<file path="config.mk">
export PLATFORM = sky130hd
export DESIGN_NAME = pid_core_flat
export DESIGN_NICKNAME = d
export VERILOG_FILES = /design/src/rtl/pid_pkg.sv /design/src/rtl/pid_if.sv /design/src/rtl/pid_sat.sv /design/src/rtl/pid_core.sv /design/src/flat_wrapper.sv
export SDC_FILE = /design/constraint.sdc
export NUM_CORES = 1
export LEC_CHECK = 0
export CAP_MARGIN = 0
export CORE_MARGIN = 2
export CORE_UTILIZATION = 35
export DETAILED_ROUTE_END_ITERATION = 10
export GPL_TIMING_DRIVEN = 0
export PLACE_DENSITY = 0.6
export RECOVER_POWER = 100
export SLEW_MARGIN = 10
export SYNTH_ARGS = -nofsm -noshare
export SYNTH_HDL_FRONTEND = slang
export SYNTH_SLANG_ARGS = --single-unit
</file>
<file path="constraint.sdc">
create_clock -name clk -period 22.5 [get_ports clk]
set_input_delay 4.5 -clock clk [delete_from_list [all_inputs] [get_ports clk]]
set_output_delay 4.5 -clock clk [all_outputs]
set_load 0.1 [all_outputs]
</file>
<file path="src/rtl/pid_pkg.sv">
// Shared types and constants for the PID controller slice.
// No logic; compile-time only.
// No flow control.
//
// Contents: FSM state enum, datapath widths, sign-extension helper.
package pid_pkg;

   localparam int ACCW    = 24;   // accumulator width (signed)
   localparam int EW      = 9;    // error width (signed)
   localparam int DW      = 10;   // derivative difference width (signed)
   localparam int OUT_MAX = 255;  // top of the unsigned 8-bit command range
   localparam int DATW    = 8;    // setpoint / measure / command width
   localparam int GAINW   = 4;    // gain width (unsigned)

   typedef enum logic [2:0] {
      IDLE,
      ERR,
      MP,
      MI,
      MD,
      OUT
   } state_t;

   // Widen a small signed operand to the multiplier/accumulator width.
   function automatic logic signed [ACCW-1:0] sext_acc(input logic signed [DW-1:0] v);
      return {{(ACCW-DW){v[DW-1]}}, v};
   endfunction

endpackage

</file>
<file path="src/rtl/pid_if.sv">
// Sample-in / command-out bundle between a sample source and pid_core.
// Latency: n/a (wires only).
// Backpressure: in_valid/in_ready on the input side; output side is a pulse with no ready.
//
// master: drives sample and gains, observes handshake and command.
// slave : pid_core side.
interface pid_if;
   import pid_pkg::*;

   logic              in_valid;
   logic              in_ready;
   logic [DATW-1:0]   setpoint;
   logic [DATW-1:0]   measure;
   logic [GAINW-1:0]  kp;
   logic [GAINW-1:0]  ki;
   logic [GAINW-1:0]  kd;
   logic              clr_integ;
   logic [DATW-1:0]   u;
   logic              out_valid;
   logic              sat_hi;
   logic              sat_lo;

   modport master (
      output in_valid, setpoint, measure, kp, ki, kd, clr_integ,
      input  in_ready, u, out_valid, sat_hi, sat_lo
   );

   modport slave (
      input  in_valid, setpoint, measure, kp, ki, kd, clr_integ,
      output in_ready, u, out_valid, sat_hi, sat_lo
   );

endinterface

</file>
<file path="src/rtl/pid_sat.sv">
// Signed saturator: clamps a signed value into [P_MIN, P_MAX] and narrows it.
// Latency: combinational.
// Backpressure: none.
//
// i_din    : signed input, IN_W bits
// o_dout   : clamped value, low OUT_W bits (two's complement or unsigned per range)
// o_sat_hi : input was above P_MAX
// o_sat_lo : input was below P_MIN
module pid_sat #(
   parameter int     IN_W  = 17,
   parameter int     OUT_W = 16,
   parameter longint P_MIN = -32768,
   parameter longint P_MAX = 32767
) (
   input  logic signed [IN_W-1:0]  i_din,
   output logic        [OUT_W-1:0] o_dout,
   output logic                    o_sat_hi,
   output logic                    o_sat_lo
);

   logic signed [63:0] w_din;

   assign w_din    = 64'(i_din);
   assign o_sat_hi = (w_din > P_MAX);
   assign o_sat_lo = (w_din < P_MIN);

   // In range, the low bits already hold the correct narrowed value.
   assign o_dout = o_sat_hi ? OUT_W'(P_MAX) :
                   o_sat_lo ? OUT_W'(P_MIN) :
                              i_din[OUT_W-1:0];

endmodule

</file>
<file path="src/rtl/pid_core.sv">
// PID controller: one 8-bit command per accepted setpoint/measure sample.
// Latency: out_valid pulses the cycle after the 5th edge following accept; 1 sample / 6 cycles.
// Backpressure: in_ready only in IDLE; no output backpressure, out_valid is a single-cycle pulse.
//
// clk, rst_n : clock, synchronous active-low reset
// bus        : pid_if.slave (sample, gains, clr_integ in; in_ready, u, out_valid, sat flags out)
module pid_core
   import pid_pkg::*;
#(
   parameter int IW   = 16,   // integrator width (signed, saturating)
   parameter int ISH  = 4,    // right shift on ki*integ
   parameter int OSH  = 2,    // right shift on P+I+D
   parameter int BIAS = 128   // output offset
) (
   input  logic clk,
   input  logic rst_n,
   pid_if.slave bus
);

   state_t                   r_state;
   state_t                   w_next;
   logic                     w_in_ready;

   logic [DATW-1:0]          r_sp;
   logic [DATW-1:0]          r_meas;
   logic [GAINW-1:0]         r_kp;
   logic [GAINW-1:0]         r_ki;
   logic [GAINW-1:0]         r_kd;
   logic signed [EW-1:0]     r_eprev;
   logic signed [DW-1:0]     r_diff;
   logic signed [IW-1:0]     r_integ;
   logic signed [ACCW-1:0]   r_acc;
   logic [DATW-1:0]          r_u;
   logic                     r_out_valid;
   logic                     r_sat_hi;
   logic                     r_sat_lo;

   logic signed [EW-1:0]     w_e;
   logic signed [DW-1:0]     w_diff;
   logic signed [IW:0]       w_isum;
   logic [IW-1:0]            w_integ_sat;
   logic                     w_isat_hi_unused;
   logic                     w_isat_lo_unused;
   logic                     w_iwind;

   logic [GAINW-1:0]         w_gain;
   logic signed [ACCW-1:0]   w_mul_b;
   logic signed [ACCW-1:0]   w_prod;
   logic signed [ACCW-1:0]   w_term;

   logic signed [ACCW-1:0]   w_acc_sh;
   logic signed [ACCW:0]     w_s;
   logic [DATW-1:0]          w_u;
   logic                     w_out_hi;
   logic                     w_out_lo;

   // ---------------- FSM ----------------
   always_ff @(posedge clk) begin
      if (!rst_n) r_state <= IDLE;
      else        r_state <= w_next;
   end

   always_comb begin
      w_next     = r_state;
      w_in_ready = 1'b0;
      case (r_state)
         IDLE: begin
            w_in_ready = 1'b1;
            if (bus.in_valid) w_next = ERR;
         end
         ERR:     w_next = MP;
         MP:      w_next = MI;
         MI:      w_next = MD;
         MD:      w_next = OUT;
         OUT:     w_next = IDLE;
         default: w_next = IDLE;
      endcase
   end

   // ---------------- error, derivative, integrator ----------------
   assign w_e    = $signed({1'b0, r_sp}) - $signed({1'b0, r_meas});
   assign w_diff = DW'(w_e) - DW'(r_eprev);
   assign w_isum = (IW+1)'(r_integ) + (IW+1)'(w_e);

   // Anti-windup: stop integrating further into the rail the output is stuck on.
   assign w_iwind = (r_sat_hi && (w_e > 0)) || (r_sat_lo && (w_e < 0));

   pid_sat #(
      .IN_W  (IW + 1),
      .OUT_W (IW),
      .P_MIN (-(longint'(1) <<< (IW - 1))),
      .P_MAX ((longint'(1) <<< (IW - 1)) - 1)
   ) u_integ_sat (
      .i_din    (w_isum),
      .o_dout   (w_integ_sat),
      .o_sat_hi (w_isat_hi_unused),
      .o_sat_lo (w_isat_lo_unused)
   );

   // ---------------- shared multiplier ----------------
   // After ERR, r_eprev already holds the current sample's error, so MP reads it directly.
   always_comb begin
      w_gain  = '0;
      w_mul_b = '0;
      case (r_state)
         MP: begin
            w_gain  = r_kp;
            w_mul_b = sext_acc(DW'(r_eprev));
         end
         MI: begin
            w_gain  = r_ki;
            w_mul_b = ACCW'(r_integ);
         end
         MD: begin
            w_gain  = r_kd;
            w_mul_b = sext_acc(r_diff);
         end
         default: ;
      endcase
   end

   // Gain is zero-extended so it is always a non-negative signed factor.
   assign w_prod = $signed({{(ACCW-GAINW){1'b0}}, w_gain}) * w_mul_b;
   assign w_term = (r_state == MI) ? (w_prod >>> ISH) : w_prod;

   // ---------------- output clamp ----------------
   assign w_acc_sh = r_acc >>> OSH;
   assign w_s      = (ACCW+1)'(w_acc_sh) + (ACCW+1)'(BIAS);

   pid_sat #(
      .IN_W  (ACCW + 1),
      .OUT_W (DATW),
      .P_MIN (0),
      .P_MAX (OUT_MAX)
   ) u_out_sat (
      .i_din    (w_s),
      .o_dout   (w_u),
      .o_sat_hi (w_out_hi),
      .o_sat_lo (w_out_lo)
   );

   // ---------------- datapath registers ----------------
   always_ff @(posedge clk) begin
      if (!rst_n) begin
         r_sp        <= '0;
         r_meas      <= '0;
         r_kp        <= '0;
         r_ki        <= '0;
         r_kd        <= '0;
         r_eprev     <= '0;
         r_diff      <= '0;
         r_integ     <= '0;
         r_acc       <= '0;
         r_u         <= '0;
         r_out_valid <= 1'b0;
         r_sat_hi    <= 1'b0;
         r_sat_lo    <= 1'b0;
      end else begin
         r_out_valid <= 1'b0;
         case (r_state)
            IDLE: begin
               // The clear lands before ERR, so a sample accepted together
               // with clr_integ integrates from zero.
               if (bus.clr_integ) begin
                  r_integ <= '0;
                  r_eprev <= '0;
               end
               if (bus.in_valid) begin
                  r_sp   <= bus.setpoint;
                  r_meas <= bus.measure;
                  r_kp   <= bus.kp;
                  r_ki   <= bus.ki;
                  r_kd   <= bus.kd;
               end
            end
            ERR: begin
               r_diff  <= w_diff;
               r_eprev <= w_e;
               r_acc   <= '0;
               if (!w_iwind) r_integ <= $signed(w_integ_sat);
            end
            MP, MI, MD: begin
               r_acc <= r_acc + w_term;
            end
            OUT: begin
               r_u         <= w_u;
               r_sat_hi    <= w_out_hi;
               r_sat_lo    <= w_out_lo;
               r_out_valid <= 1'b1;
            end
            default: ;
         endcase
      end
   end

   assign bus.in_ready  = w_in_ready;
   assign bus.u         = r_u;
   assign bus.out_valid = r_out_valid;
   assign bus.sat_hi    = r_sat_hi;
   assign bus.sat_lo    = r_sat_lo;

endmodule

</file>
<file path="src/flat_wrapper.sv">
// flat-port wrapper written by rule: the top's interface ports become plain ports
module pid_core_flat import pid_pkg::*;
#(
   parameter int IW   = 16,                                           
   parameter int ISH  = 4,                              
   parameter int OSH  = 2,                           
   parameter int BIAS = 128                   
)
  (clk, rst_n, bus_in_valid, bus_setpoint, bus_measure, bus_kp, bus_ki, bus_kd, bus_clr_integ, bus_in_ready, bus_u, bus_out_valid, bus_sat_hi, bus_sat_lo);
  pid_if bus_i ();
  input  logic clk;
  input  logic rst_n;
  input wire logic [$bits(bus_i.in_valid)-1:0] bus_in_valid;
  input wire logic [$bits(bus_i.setpoint)-1:0] bus_setpoint;
  input wire logic [$bits(bus_i.measure)-1:0] bus_measure;
  input wire logic [$bits(bus_i.kp)-1:0] bus_kp;
  input wire logic [$bits(bus_i.ki)-1:0] bus_ki;
  input wire logic [$bits(bus_i.kd)-1:0] bus_kd;
  input wire logic [$bits(bus_i.clr_integ)-1:0] bus_clr_integ;
  output wire logic [$bits(bus_i.in_ready)-1:0] bus_in_ready;
  output wire logic [$bits(bus_i.u)-1:0] bus_u;
  output wire logic [$bits(bus_i.out_valid)-1:0] bus_out_valid;
  output wire logic [$bits(bus_i.sat_hi)-1:0] bus_sat_hi;
  output wire logic [$bits(bus_i.sat_lo)-1:0] bus_sat_lo;
  assign bus_i.in_valid = bus_in_valid;
  assign bus_i.setpoint = bus_setpoint;
  assign bus_i.measure = bus_measure;
  assign bus_i.kp = bus_kp;
  assign bus_i.ki = bus_ki;
  assign bus_i.kd = bus_kd;
  assign bus_i.clr_integ = bus_clr_integ;
  assign bus_in_ready = bus_i.in_ready;
  assign bus_u = bus_i.u;
  assign bus_out_valid = bus_i.out_valid;
  assign bus_sat_hi = bus_i.sat_hi;
  assign bus_sat_lo = bus_i.sat_lo;
  pid_core #(.IW(IW), .ISH(ISH), .OSH(OSH), .BIAS(BIAS)) u_core (.clk(clk), .rst_n(rst_n), .bus(bus_i));
endmodule
</file>
# Yosys cells after proc, flatten, opt, wreduce, memory -nomap -nowiden
# Cells that the tools add are included.
dict set report totals {
  reg_bits 101
  latch_bits 0
  ramBits 0
  rom_bits 0
  in_bits 32
  output_inout_bits 12
  word_cells 61
  memories 0
}
dict set report op_classes {
  n_addsub 5
  n_mul 1
  div_mod_pow 0
  n_lt_le_gt_ge 6
  n_eq_ne 8
  n_shift 0
  muxes 17
  bitwise_logic 0
  reduce_logical 10
}
# cell n
set ops {}
lappend ops {{$pmux 24 s3} 1}
lappend ops {{$mux 16} 4}
lappend ops {{$pmux 24 s2} 1}
lappend ops {{$pmux 16 s2} 1}
lappend ops {{$add 24x24->24} 1}
lappend ops {{$mul 5x24->24} 1}
lappend ops {{$add 22x9->23 const B} 1}
lappend ops {{$gt 23x9->1 const B} 1}
lappend ops {{$lt 23x1->1 const B} 1}
lappend ops {{$mux 23} 1}
lappend ops {{$pmux 9 s2} 1}
lappend ops {{$add 16x9->17} 1}
lappend ops {{$gt 17x16->1 const B} 1}
lappend ops {{$lt 17x16->1 const B} 1}
lappend ops {{$mux 8} 2}
lappend ops {{$pmux 3 s5} 1}
lappend ops {{$pmux 4 s3} 1}
lappend ops {{$sub 9x9->10} 1}
lappend ops {{$gt 9x1->1 const B} 1}
lappend ops {{$lt 9x1->1 const B} 1}
lappend ops {{$mux 9} 1}
lappend ops {{$sub 8x8->9} 1}
lappend ops {{$eq 3x2->1 const B} 2}
lappend ops {{$eq 3x3->1 const B} 2}
lappend ops {{other kinds (11)} 17}

# Depth between registers and ports, before layout
# Gate-level depths: netlist of run 1.
dict set report logic_depth {
  ltp_word 7
  mapped_depth 34
  depth_no_buf 30
}

# Modules after synthesis
# A second synthesis of run 1 with hierarchy kept.
dict set report unflattened {
  hier_cells 1317
  hier_area_um2 9743.1
}
# mod instances cells_per_inst area_each_um2 seq_area_each_um2
set modules_own_cells {}
lappend modules_own_cells {pid_core 1 1240 9327.7 2021.9}
lappend modules_own_cells {{pid_sat (u_core.u_integ_sat)} 1 52 285.3 0.0}
lappend modules_own_cells {{pid_sat (u_core.u_out_sat)} 1 25 130.1 0.0}

# Worst setup path after synthesis of run 1
# Ideal clock, no wire load.
dict set report synth_timing {
  path_type {register -> output}
  start {reg u_core.r_state[2]}
  end {out bus_in_ready}
  arrival_time_ns 2.709
  required_time_ns 18.000
  path_slack_ns 15.291
  path_stages_with_launch 3
  path_buffers 1
  cell_sequence {dfxtp_1 clkbuf_1 nor3_1}
}
dict set report synth_between {
  elab_chain_cells 2
}
# element line
set synth_rtl {}
lappend synth_rtl {{from (decl)} pid_core.sv:20} ;# state_t r_state;
lappend synth_rtl {{from (signal assigned)} pid_core.sv:60} ;# else r_state <= w_next;
lappend synth_rtl {{$logic_not 3->1} pid_core.sv:66} ;# case (r_state)
lappend synth_rtl {{$mux 1} pid_core.sv:66}
lappend synth_rtl {{to (decl)} flat_wrapper.sv:20} ;# output wire logic [$bits(bus_i.in_ready)-1:0] bus_in_ready;
# No other way between the ends.

# Worst setup path after layout of run 1
dict set report layout_timing {
  start {reg u_core.r_state[1]}
  end {reg u_core.r_acc[23]}
}
dict set report layout_between {
  elab_chain_cells 6
  elab_cells_between_ends 12
  classes_between {add/sub (1); mul (1); eq/ne (4); mux (4); reduce/logical (2)}
}
# element line
set layout_rtl {}
lappend layout_rtl {{$eq 3x3->1, or another cell as far along} {pid_core.sv:105, pid_core.sv:160}}
lappend layout_rtl {{$pmux 4 s3 / $pmux 24 s3 (equally long branches)} pid_core.sv:105} ;# case (r_state)
lappend layout_rtl {{$mul 5x24->24} pid_core.sv:123} ;# assign w_prod = $signed({{(ACCW-GAINW){1'b0}}, w_gain}) * w_mul_b;
lappend layout_rtl {{$mux 23} pid_core.sv:124} ;# assign w_term = (r_state == MI) ? (w_prod >>> ISH) : w_prod;
lappend layout_rtl {{$add 24x24->24} pid_core.sv:183} ;# r_acc <= r_acc + w_term;
lappend layout_rtl {{$pmux 24 s2} pid_core.sv:160} ;# case (r_state)
lappend layout_rtl {{to (signal assigned)} pid_core.sv:183}
lappend layout_rtl {{to (decl)} pid_core.sv:32} ;# logic signed [ACCW-1:0] r_acc;
# Several ways; a longest one is shown, not always the timed one.
# A chain may end at the register's enable or synchronous reset.

==> out/qor.yml, run 1 <==
power_and_ir_drop:
  vdd_ir_drop_max_mv: 0.0438
  pwr_density_cell_nw_per_um2: 64.1
  p_leak_nw: 4.58
detailed_routing:
  drt-pass1-iter-count: 6
  drtIter0Drc: 580
  wl_per_cell_um: 15.1
  wl_um: 24500
  vias_per_cell: 5.28
  drc: 0
  num_vias: 8567
  antenna_left: 0
yosys:
  postSynthCellCount: 1223
  ys_warn_count: 0
  synthFlopType: "dfxtp_1"
  ys_ff_latch: 101
  syn_area_per_cell_um2: 7.70
  syn-num-nets: 1394
  async_flop_share_pct: 0
  synth_area_um2: 9420
  ys_seq_area_share_pct: 21.5
  synth_cell_types: 78
  synth_edf_count: 0
floorplan:
  num_rows: 60
  die_h_um: 168
  start_util_pct: 35.2
  pin_count: 44
  die_w_um: 168
  die_area_um2: 28200
  core_um2: 26700
sta:
  fmax_mhz: 114
  clock_skew_ns: 0.0151
  hold_viol: 0
  tns_ns: 0
  setup_viol: 0
  slew_violations: 0
  period_needed_ns: 8.76
  post-route-period-util_pct: 38.9
  worst_slew_pin_slew_ns: 1.04
  slew_headroom_pct: 30.6
  rsz0062_at_grt: "no"
run:
  maxCapViolations: 0
cells_and_area:
  seqCellArea_um2: 2020
  antenna_cells: 0
  layout-drive-gt1-share_pct: 3.43
  fill_cells: 2842
  utilization_pct: 39.5
  nNetsFinal: 1447
  syn_to_final_growth_pct: 11.9
  multi_input_area_um2: 6710
clocking:
  clock_path_buffers: 2
  cts_tree: "built"
  cts_setup_buffers: 0
  cts-hold-fix-buffers: 0
  cts-htree-levels: 3
  path_clk_slew_ns: 0.07
  cts_resized: 0
  cts_buffers: 9
  cts_sinks: 101
  clockRootBuffer: "clkbuf_16"
  clk_latency_ns: 0.36
placed_design:
  gp_congestion: 0.866
  dp_hpwl_um: 19500
  io_buffers: 42
worst_setup_path:
  reg2reg_from: "u_core.r_state[1]"
  slowest_stage: "clkbuf_1"
  r2r_slack_ns: 13.74
  reg2reg_depth: 34
  cp-start-kind: "register"
  crit_path_end_kind: "register"
  crit_arrival_ns: 9.01
  r2r_end: "u_core.r_acc[23]"
  slowest_delay_ns: 0.61
  cp.required_ns: 22.75
  path_class: "reg2reg"
  path_max_fanout: 10
  cpMostUsedCell: "clkbuf_1"
global_routing:
  grt_pass1_wl_um: 41000
  grt_usage_pct: 17.6
  gr-total-overflow: 0
  antenna_found_initial: 0
  grt_max_degree: 18
  grt_pass1_vias: 8330
status:
  status: "finished, final reports clean"
min_path:
  hold_start: "u_core.r_diff[8]"
  whs_endpoint: "u_core.r_diff[8]"
  holdPathStages: 2
  hold_path.class: "reg2reg"
==> layer usage <==
| metal | global-route usage (%) | part of all wire (%) |
|---|---|---|
| met3 | 1.67 | 4.2 |
| met2 | 29.5 | 45 |
| met5 | 0 | 0 |
| met4 | 4.01 | 1.3 |
| met1 | 24.6 | 49 |
==> cell type report <==
class	instances	area share, %
inverters	125	4.45
multi-input cells	944	63.6
well taps	341	4.05
clock inverters	5	0.415
flip-flops and latches	101	19.2
clock buffers	11	2.21
plain buffers	53	2.09
repair buffers	42	3.99
==> worst max path at each step <==
stage                                  from               end  cells past startpoint
final                     u_core.r_state[1]  u_core.r_acc[23]                     34
after global routing      u_core.r_state[1]  u_core.r_acc[23]                     33
after CTS                 u_core.r_state[1]  u_core.r_acc[23]                     34
after detailed placement  u_core.r_state[1]  u_core.r_acc[23]                     34
after global placement    u_core.r_state[1]  u_core.r_acc[23]                     32
after floorplan           u_core.r_state[2]      bus_in_ready                      2
==> stage by stage <==
stage	hold WS, ns	setup WS (ns)	cells	cell area, µm²	power, mW
after floorplan	0.432	15.29	1223	9420	0.456
after global placement	0.441	13.97	1606	10300	0.522
after detailed placement	0.443	13.91	1606	10300	0.526
after CTS	0.453	13.87	1622	10600	0.679
after global routing	0.463	13.13	1622	10500	0.725
final	0.451	13.74	1622	10500	0.676
==> cells by family after synthesis <==
group                      after synthesis  share of synthesized area [%]
buffers and inverters                  178                           7.33
and+or+nand+nor                        393                           19.2
muxes                                   22                           2.35
adders and majority gates              139                           21.5
DFF                                    101                           21.5
xor gates and xnor gates                53                           4.93
AOI/OAI and AO/OA                      337                           23.2
==> worst max-delay path, delay by kind of cell, from the launching register on <==
family	cells	cell delay, ns
adders and majority gates	5	1.85
muxes	1	0.36
and+or+nand+nor	6	0.85
AOI/OAI and AO/OA	14	3.12
buffers and inverters	7	1.95
xor gates and xnor gates	1	0.18
DFF	1	0.35
==> synth_stat cells, types with 6 or more instances <==
master      n  area [µm²]
nand3_1    26         130
mux2i_1    21         210
o21ai_0    45         225
nand2b_1   15        93.8
inv_1     123         462
o21ai_1     8        40.0
clkbuf_1   45         169
a21oi_1   123         616
and3_1      6        37.5
nor2_1    127         477
a22oi_1    15         113
a211oi_1    6        45.0
ha_1      101        1260
nand2_1   138         518
xor2_1     18         158
nor3_1     14        70.1
dfxtp_1   101        2020
o21bai_1    6        45.0
a21o_1     27         203
a31oi_1    11        68.8
o21a_1     12        90.1
nor2b_1    13        81.3
xnor2_1    35         307
o211ai_1   14         105
or2_2      14        87.6
a221o_1    14         140
fa_1       38         761
==> where the power goes <==
part	switching, mW	total, mW	internal, mW
Sequential	0.0176	0.218	0.201
Combinational	0.178	0.306	0.128
Clock	0.0757	0.152	0.0767
==> flip-flops by register name (all words and copies together) (netlist names) <==
| signal | cells |
|---|---|
| u_core.r_kd | 4 |
| u_core.r_state | 3 |
| u_core.r_ki | 4 |
| u_core.r_acc | 24 |
| u_core.r_sp | 8 |
| u_core.r_integ | 16 |
| u_core.bus.u | 8 |
| u_core.r_meas | 8 |
| u_core.r_eprev | 9 |
| u_core.bus.sat_hi | 1 |
| u_core.bus.sat_lo | 1 |
| u_core.r_diff | 10 |
| u_core.bus.out_valid | 1 |
| u_core.r_kp | 4 |
==> cells in the final DEF (no fill, tap or decap), drive strengths merged, types with 35 or more instances in the layout <==
cell	instances
nand2	138
nor2	127
inv	126
a21oi	124
ha	101
dfxtp	101
clkbuf	57
o21ai	53
fa	38
xnor2	35
(Power assumes the default switching activity.)
==> inputs of run 2 (changes only) <==
PLACE_DENSITY = 0.62   (was 0.6)
clock period = 8.05 ns   (was 22.5 ns; I/O delays follow)
==> run 2 against run 1 <==
  * Sequential share of layout area is 0.12 points lower
  * Worst hold slack better by 0.0024 ns
  * Largest cell class unchanged
  * Highest routed layer unchanged
  * Routed wire length is 0.47% lower
  * Cell area is 0.77% higher
  * Via count hardly changed
==> out/qor.yml, run 2 (synthesized netlist as in run 1, its figures left out) <==
cells_and_area:
  seqCellArea_um2: 2020  # about the same
  multi_input_area_um2: 6770  # was 6710 µm²
  nNetsFinal: 1444  # was 1,447
  final_cell_mix: "nand2_1 (138), nor2_1 (127), inv_1 (124)"  # was nand2_1 (138), nor2_1 (127), inv_1 (123), a21oi_1 (123)
  antenna_cells: 0  # unchanged
  layout_commonest_cell: "nand2_1"  # unchanged
  top_regs: "u_core.r_acc: 24 flops, u_core.r_integ: 16 flops, u_core.r_diff: 10 flops"  # unchanged
  utilization_pct: 39.8  # was 39.5%
  regMostFlops: "u_core.r_acc"  # unchanged
  largest_register_ffs: 24  # unchanged
  syn_to_final_growth_pct: 12.8  # was 11.9%
  fill_cells: 2813  # was 2,842
  layout-drive-gt1-share_pct: 5.01  # was 3.43%
sta:
  period_needed_ns: 7.63  # was 8.76 ns
  slew_violations: 0  # unchanged
  setup_viol: 0  # unchanged
  hold_slack_ns: 0.453  # was 0.451 ns
  post-route-period-util_pct: 94.8  # was 38.9%
  slew_headroom_pct: 4.77  # was 30.6%
  clock_skew_ns: 0.0122  # was 0.0151 ns
  setup_ws_ns: 0.416  # was 13.74 ns
  hold_viol: 0  # unchanged
  worst_slew_pin_slew_ns: 1.42  # was 1.04 ns
  fmax_mhz: 131  # was 114 MHz
detailed_routing:
  antenna_left: 0  # unchanged
  vias_per_cell: 5.29  # was 5.28
  drc: 0  # unchanged
  drtIter0Drc: 596  # was 580
  wl_per_cell_um: 15.1  # about the same
  wl_um: 24400  # was 24,500 µm
  num_vias: 8568  # was 8,567
  drt-pass1-iter-count: 5  # was 6
clocking:
  cts_buffers: 9  # unchanged
  path_clk_slew_ns: 0.08  # was 0.07 ns
  cts_resized: 8  # was 0
  cts-hold-fix-buffers: 0  # unchanged
  clock_path_buffers: 2  # unchanged
  cts_tree: "built"  # unchanged
  clockRootBuffer: "clkbuf_16"  # unchanged
  cts_setup_buffers: 0  # unchanged
  cts_sinks: 101  # unchanged
  cts-htree-levels: 3  # unchanged
  clk_latency_ns: 0.36  # about the same
floorplan:
  core_um2: 26700  # unchanged
  start_util_pct: 35.2  # unchanged
  num_rows: 60  # unchanged
  die_h_um: 168  # unchanged
  die_area_um2: 28200  # unchanged
  die_w_um: 168  # unchanged
  pin_count: 44  # unchanged
worst_setup_path:
  slowest_stage: "fa_1"  # was clkbuf_1
  crit_arrival_ns: 7.90  # was 9.01 ns
  cp.required_ns: 8.32  # was 22.75 ns
  cpMostUsedCell: "ha_1"  # was clkbuf_1
  cp-start-kind: "register"  # unchanged
  path_class: "reg2reg"  # unchanged
  reg2reg_depth: 29  # was 34
  r2r_end: "u_core.r_acc[23]"  # unchanged
  slowest_delay_ns: 0.54  # was 0.61 ns
  path_max_fanout: 10  # unchanged
  crit_path_end_kind: "register"  # unchanged
  reg2reg_from: "u_core.r_state[0]"  # was u_core.r_state[1]
  r2r_slack_ns: 0.42  # was 13.74 ns
power_and_ir_drop:
  vdd_ir_drop_max_mv: 0.0968  # was 0.0438 mV
  p_leak_nw: 4.63  # was 4.58 nW
  pwr_density_cell_nw_per_um2: 180  # was 64.1 nW/µm²
global_routing:
  grt_max_degree: 20  # was 18
  grt_usage_pct: 17.7  # was 17.6%
  antenna_found_initial: 0  # unchanged
  grt_pass1_wl_um: 40900  # was 41,000 µm
  grt_pass1_vias: 8382  # was 8,330
  gr-total-overflow: 0  # unchanged
status:
  status: "finished, final reports clean"  # unchanged
run:
  maxCapViolations: 0  # unchanged
placed_design:
  dp_hpwl_um: 19500  # about the same
  io_buffers: 42  # unchanged
  place_ws_ns: -0.647  # was 13.91 ns
  gp_congestion: 0.856  # was 0.866
min_path:
  hold_path.class: "reg2reg"  # unchanged
  whs_endpoint: "u_core.bus.u[4]"  # was u_core.r_diff[8]
  holdPathStages: 2  # unchanged
  hold_start: "u_core.bus.u[4]"  # was u_core.r_diff[8]
[run 2: power breakdown]
group | switching, mW | leakage, nW | internal (mW)
Clock | 0.220 | 0.143 | 0.224
Sequential | 0.0546 | 0.822 | 0.561
Combinational | 0.495 | 3.66 | 0.357
[run 2: per-layer routing]
metal,routed length (µm),GRT usage [%]
met2,10900,28.9
met1,12200,24.5
met4,422,5.13
met3,833,2.02
met5,0,0
[run 2: worst max-delay path by stage]
stage | startpoint | to | slack, ns | cells after the start
6_report | u_core.r_state[0] | u_core.r_acc[23] | 0.42 | 29
5_1_grt | u_core.r_state[1] | u_core.r_acc[23] | -0.03 | 32
2_1_floorplan | u_core.r_state[0] | u_core.r_acc[23] | 0.88 | 32
3_3_place_gp | u_core.r_state[1] | u_core.r_acc[23] | -0.52 | 34
4_1_cts | u_core.r_state[2] | u_core.r_acc[23] | 0.04 | 34
3_5_place_dp | u_core.r_state[1] | u_core.r_acc[23] | -0.65 | 34
[run 2: critical path, delay by kind of cell (launching register included)]
kind | cells | cell delay [ns]
AO/OA/AOI/OAI | 14 | 3.42
adder cells (fa/ha/maj) | 5 | 2.08
AND/OR/NAND/NOR | 4 | 0.75
buffers and inverters | 4 | 0.56
flip-flops | 1 | 0.31
multiplexers | 1 | 0.24
XOR/XNOR | 1 | 0.17
[run 2: final cells by class]
type                       count  area share, %
buffer                        50           2.10
clock buffer                  10           2.25
clock inverter                 6          0.495
inverter                     125           4.42
multi-input combinational    944           63.7
sequential                   101           19.1
tap                          341           4.02
timing repair buffer          42           3.96
[run 2: stage by stage]
step	power (mW)	setup TNS, ns	instances	instance area (µm²)
floorplan	1.27	0	1223	9420
global placement	1.45	-1.34	1606	10300
detailed placement	1.47	-1.99	1606	10300
CTS	1.92	0	1620	10600
global route	2.05	-0.0301	1619	10600
finish	1.91	0	1619	10600
==> inputs of run 3 (changes only) <==
CORE_MARGIN = 4   (was 2)
GPL_TIMING_DRIVEN = not set   (was 0)
==> run 3 against run 2 <==
  * Critical endpoint unchanged
  * Count of clock-buffer cells in the layout fell by 1
  * Highest routed layer unchanged
  * Non-clock buffer count down 37
  * Final cell count shrank 2.7%
  * Worst hold slack lost 0.0022 ns
  * The run now ends with max-capacitance violations, max-slew violations left
  * Sequential power hardly changed
  * Sequential cell count is the same
  * Setup slack improved by 0.17 ns
  * Largest cell class unchanged
==> out/qor.yml, run 3 (synthesized netlist as in run 1, its figures left out) <==
status:
  status: "finished, violations left"  # was finished, final reports clean
  violations: "max-capacitance violations, max-slew violations"
cells_and_area:
  nNetsFinal: 1407  # was 1,444
  layout_commonest_cell: "nand2_1"  # unchanged
  largest_register_ffs: 24  # unchanged
  final_cell_mix: "nand2_1 (138), nor2_1 (127), inv_1 (125)"  # was nand2_1 (138), nor2_1 (127), inv_1 (124)
  antenna_cells: 0  # unchanged
  regMostFlops: "u_core.r_acc"  # unchanged
  syn_to_final_growth_pct: 10.9  # was 12.8%
  fill_cells: 2756  # was 2,813
  layout-drive-gt1-share_pct: 4.11  # was 5.01%
  top_regs: "u_core.r_acc: 24 flops, u_core.r_integ: 16 flops, u_core.r_diff: 10 flops"  # unchanged
worst_setup_path:
  path_max_fanout: 17  # was 10
  path_class: "reg2reg"  # unchanged
  r2r_slack_ns: 0.58  # was 0.42 ns
  slowest_stage: "fa_1"  # unchanged
  startpoint: "u_core.r_state[0]"  # unchanged
  crit_path_end_kind: "register"  # unchanged
  cp.required_ns: 8.31  # was 8.32 ns
  cp-endpoint: "u_core.r_acc[23]"  # unchanged
  path_depth: 29  # unchanged
  crit_arrival_ns: 7.73  # was 7.90 ns
  cp_num_buf_inv: 3  # was 4
  reg2reg_from: "u_core.r_state[0]"  # unchanged
  r2r_end: "u_core.r_acc[23]"  # unchanged
  reg2reg_depth: 29  # unchanged
  slowest_delay_ns: 0.54  # about the same
  cpLargestDelayFamily: "compound AO/OA/AOI/OAI gates"  # unchanged
  cp-start-kind: "register"  # unchanged
power_and_ir_drop:
  power_mw: 1.91  # about the same
  p_leak_nw: 4.58  # was 4.63 nW
  pwr_density_cell_nw_per_um2: 183  # was 180 nW/µm²
  vdd_ir_drop_max_mv: 0.0975  # was 0.0968 mV
sta:
  period_needed_ns: 7.47  # was 7.63 ns
  rsz0062_at_grt: "no"
  worst_slew_pin_slew_ns: 3.07  # was 1.42 ns
  post-route-period-util_pct: 92.8  # was 94.8%
  tns_ns: 0  # unchanged
  setup_viol: 0  # unchanged
  fmax_mhz: 134  # was 131 MHz
  slew_violations: 85  # was 0
  slew_headroom_pct: -104  # was 4.77%
  clock_skew_ns: 0.00776  # was 0.0122 ns
  hold_viol: 0  # unchanged
placed_design:
  io_buffers: 43  # was 42
  gp_congestion: 0.876  # was 0.856
  dp_hpwl_um: 17900  # was 19,500 µm
global_routing:
  grt_usage_pct: 15.9  # was 17.7%
  gr-total-overflow: 0  # unchanged
  grt_max_degree: 69  # was 20
  antenna_found_initial: 0  # unchanged
  grt_pass1_vias: 8164  # was 8,382
  grt_pass1_wl_um: 39300  # was 40,900 µm
detailed_routing:
  num_vias: 8417  # was 8,568
  drtIter0Drc: 427  # was 596
  wl_per_cell_um: 14.4  # was 15.1 µm
  drt-pass1-iter-count: 5  # unchanged
  wl_um: 22600  # was 24,400 µm
  drc: 0  # unchanged
  antenna_left: 0  # unchanged
  vias_per_cell: 5.34  # was 5.29
clocking:
  cts_setup_buffers: 0  # unchanged
  clock_path_buffers: 2  # unchanged
  cts_buffers: 9  # unchanged
  cts_tree: "built"  # unchanged
  clk_latency_ns: 0.36  # about the same
  clockRootBuffer: "clkbuf_16"  # unchanged
  cts_sinks: 101  # unchanged
  cts-htree-levels: 3  # unchanged
  path_clk_slew_ns: 0.08  # about the same
floorplan:
  start_util_pct: 35.8  # was 35.2%
  core_um2: 26300  # was 26,700 µm²
  die_h_um: 172  # was 168 µm
  die_w_um: 172  # was 168 µm
  num_rows: 59  # was 60
  pin_count: 44  # unchanged
  die_area_um2: 29600  # was 28,200 µm²
min_path:
  hold_path.class: "reg2reg"  # unchanged
run:
  maxCapViolations: 2  # was 0
==> run 3: area by class of cell <==
| cell class | instances | area (µm²) | area share [%] |
|---|---|---|---|
| Clock inverter | 7 | 92.6 | 0.886 |
| Sequential cell | 101 | 2020 | 19.4 |
| Timing Repair Buffer | 55 | 513 | 4.91 |
| Clock buffer | 9 | 225 | 2.16 |
| Tap cell | 335 | 419 | 4.01 |
| Inverter | 125 | 469 | 4.49 |
| Multi-Input combinational cell | 944 | 6710 | 64.2 |
==> run 3: tightest hold or removal path, cell delays in order (launching register included) <==
cell	delay, ns
dfxtp_1	0.31
nand2_1	0.05
a21oi_1	0.05
==> run 3: report_power, final <==
part / leakage, nW / internal (mW) / switching, mW
Clock: 0.155 / 0.250 / 0.219
Sequential: 0.822 / 0.561 / 0.0542
Combinational: 3.61 / 0.353 / 0.473
Total: 4.58 / 1.16 / 0.746
==> run 3: layer usage <==
metal	vias up	track usage, %	routed length, µm
li1	4295	-	-
met1	3915	22.4	10900
met2	186	26.1	10300
met3	21	1.71	1090
met4	0	3.79	255
met5	-	0	0
==> run 3: how the worst min path moves through the flow <==
stage / startpoint / end / slack [ns] / cells past startpoint
global route: u_core.r_ki[2] / u_core.r_ki[2] / 0.47 / 2
detailed placement: u_core.bus.u[4] / u_core.bus.u[4] / 0.45 / 2
global placement: u_core.bus.u[3] / u_core.bus.u[3] / 0.44 / 2
finish: u_core.bus.u[4] / u_core.bus.u[4] / 0.45 / 2
CTS: u_core.r_ki[2] / u_core.r_ki[2] / 0.46 / 2
floorplan: u_core.r_diff[3] / u_core.r_diff[3] / 0.43 / 2
==> run 3: stage by stage <==
stage	util, %	hold slack (ns)	instance area, µm²	std cells	worst slack, ns
2_1_floorplan	-	0.432	9420	1223	0.879
3_3_place_gp	38.6	0.441	10100	1560	0.585
3_5_place_dp	38.6	0.445	10100	1560	0.447
4_1_cts	39.8	0.456	10500	1576	0.419
5_1_grt	39.8	0.473	10400	1576	0.0136
6_report	39.8	0.451	10400	1576	0.581
==> run 3: timing repair <==
item                                   4_1_cts  5_1_grt
setup endpoints to repair                    0        3
hold buffers                                 0        0
endpoints found under the hold margin        0        0
gates resized for setup                      0        4
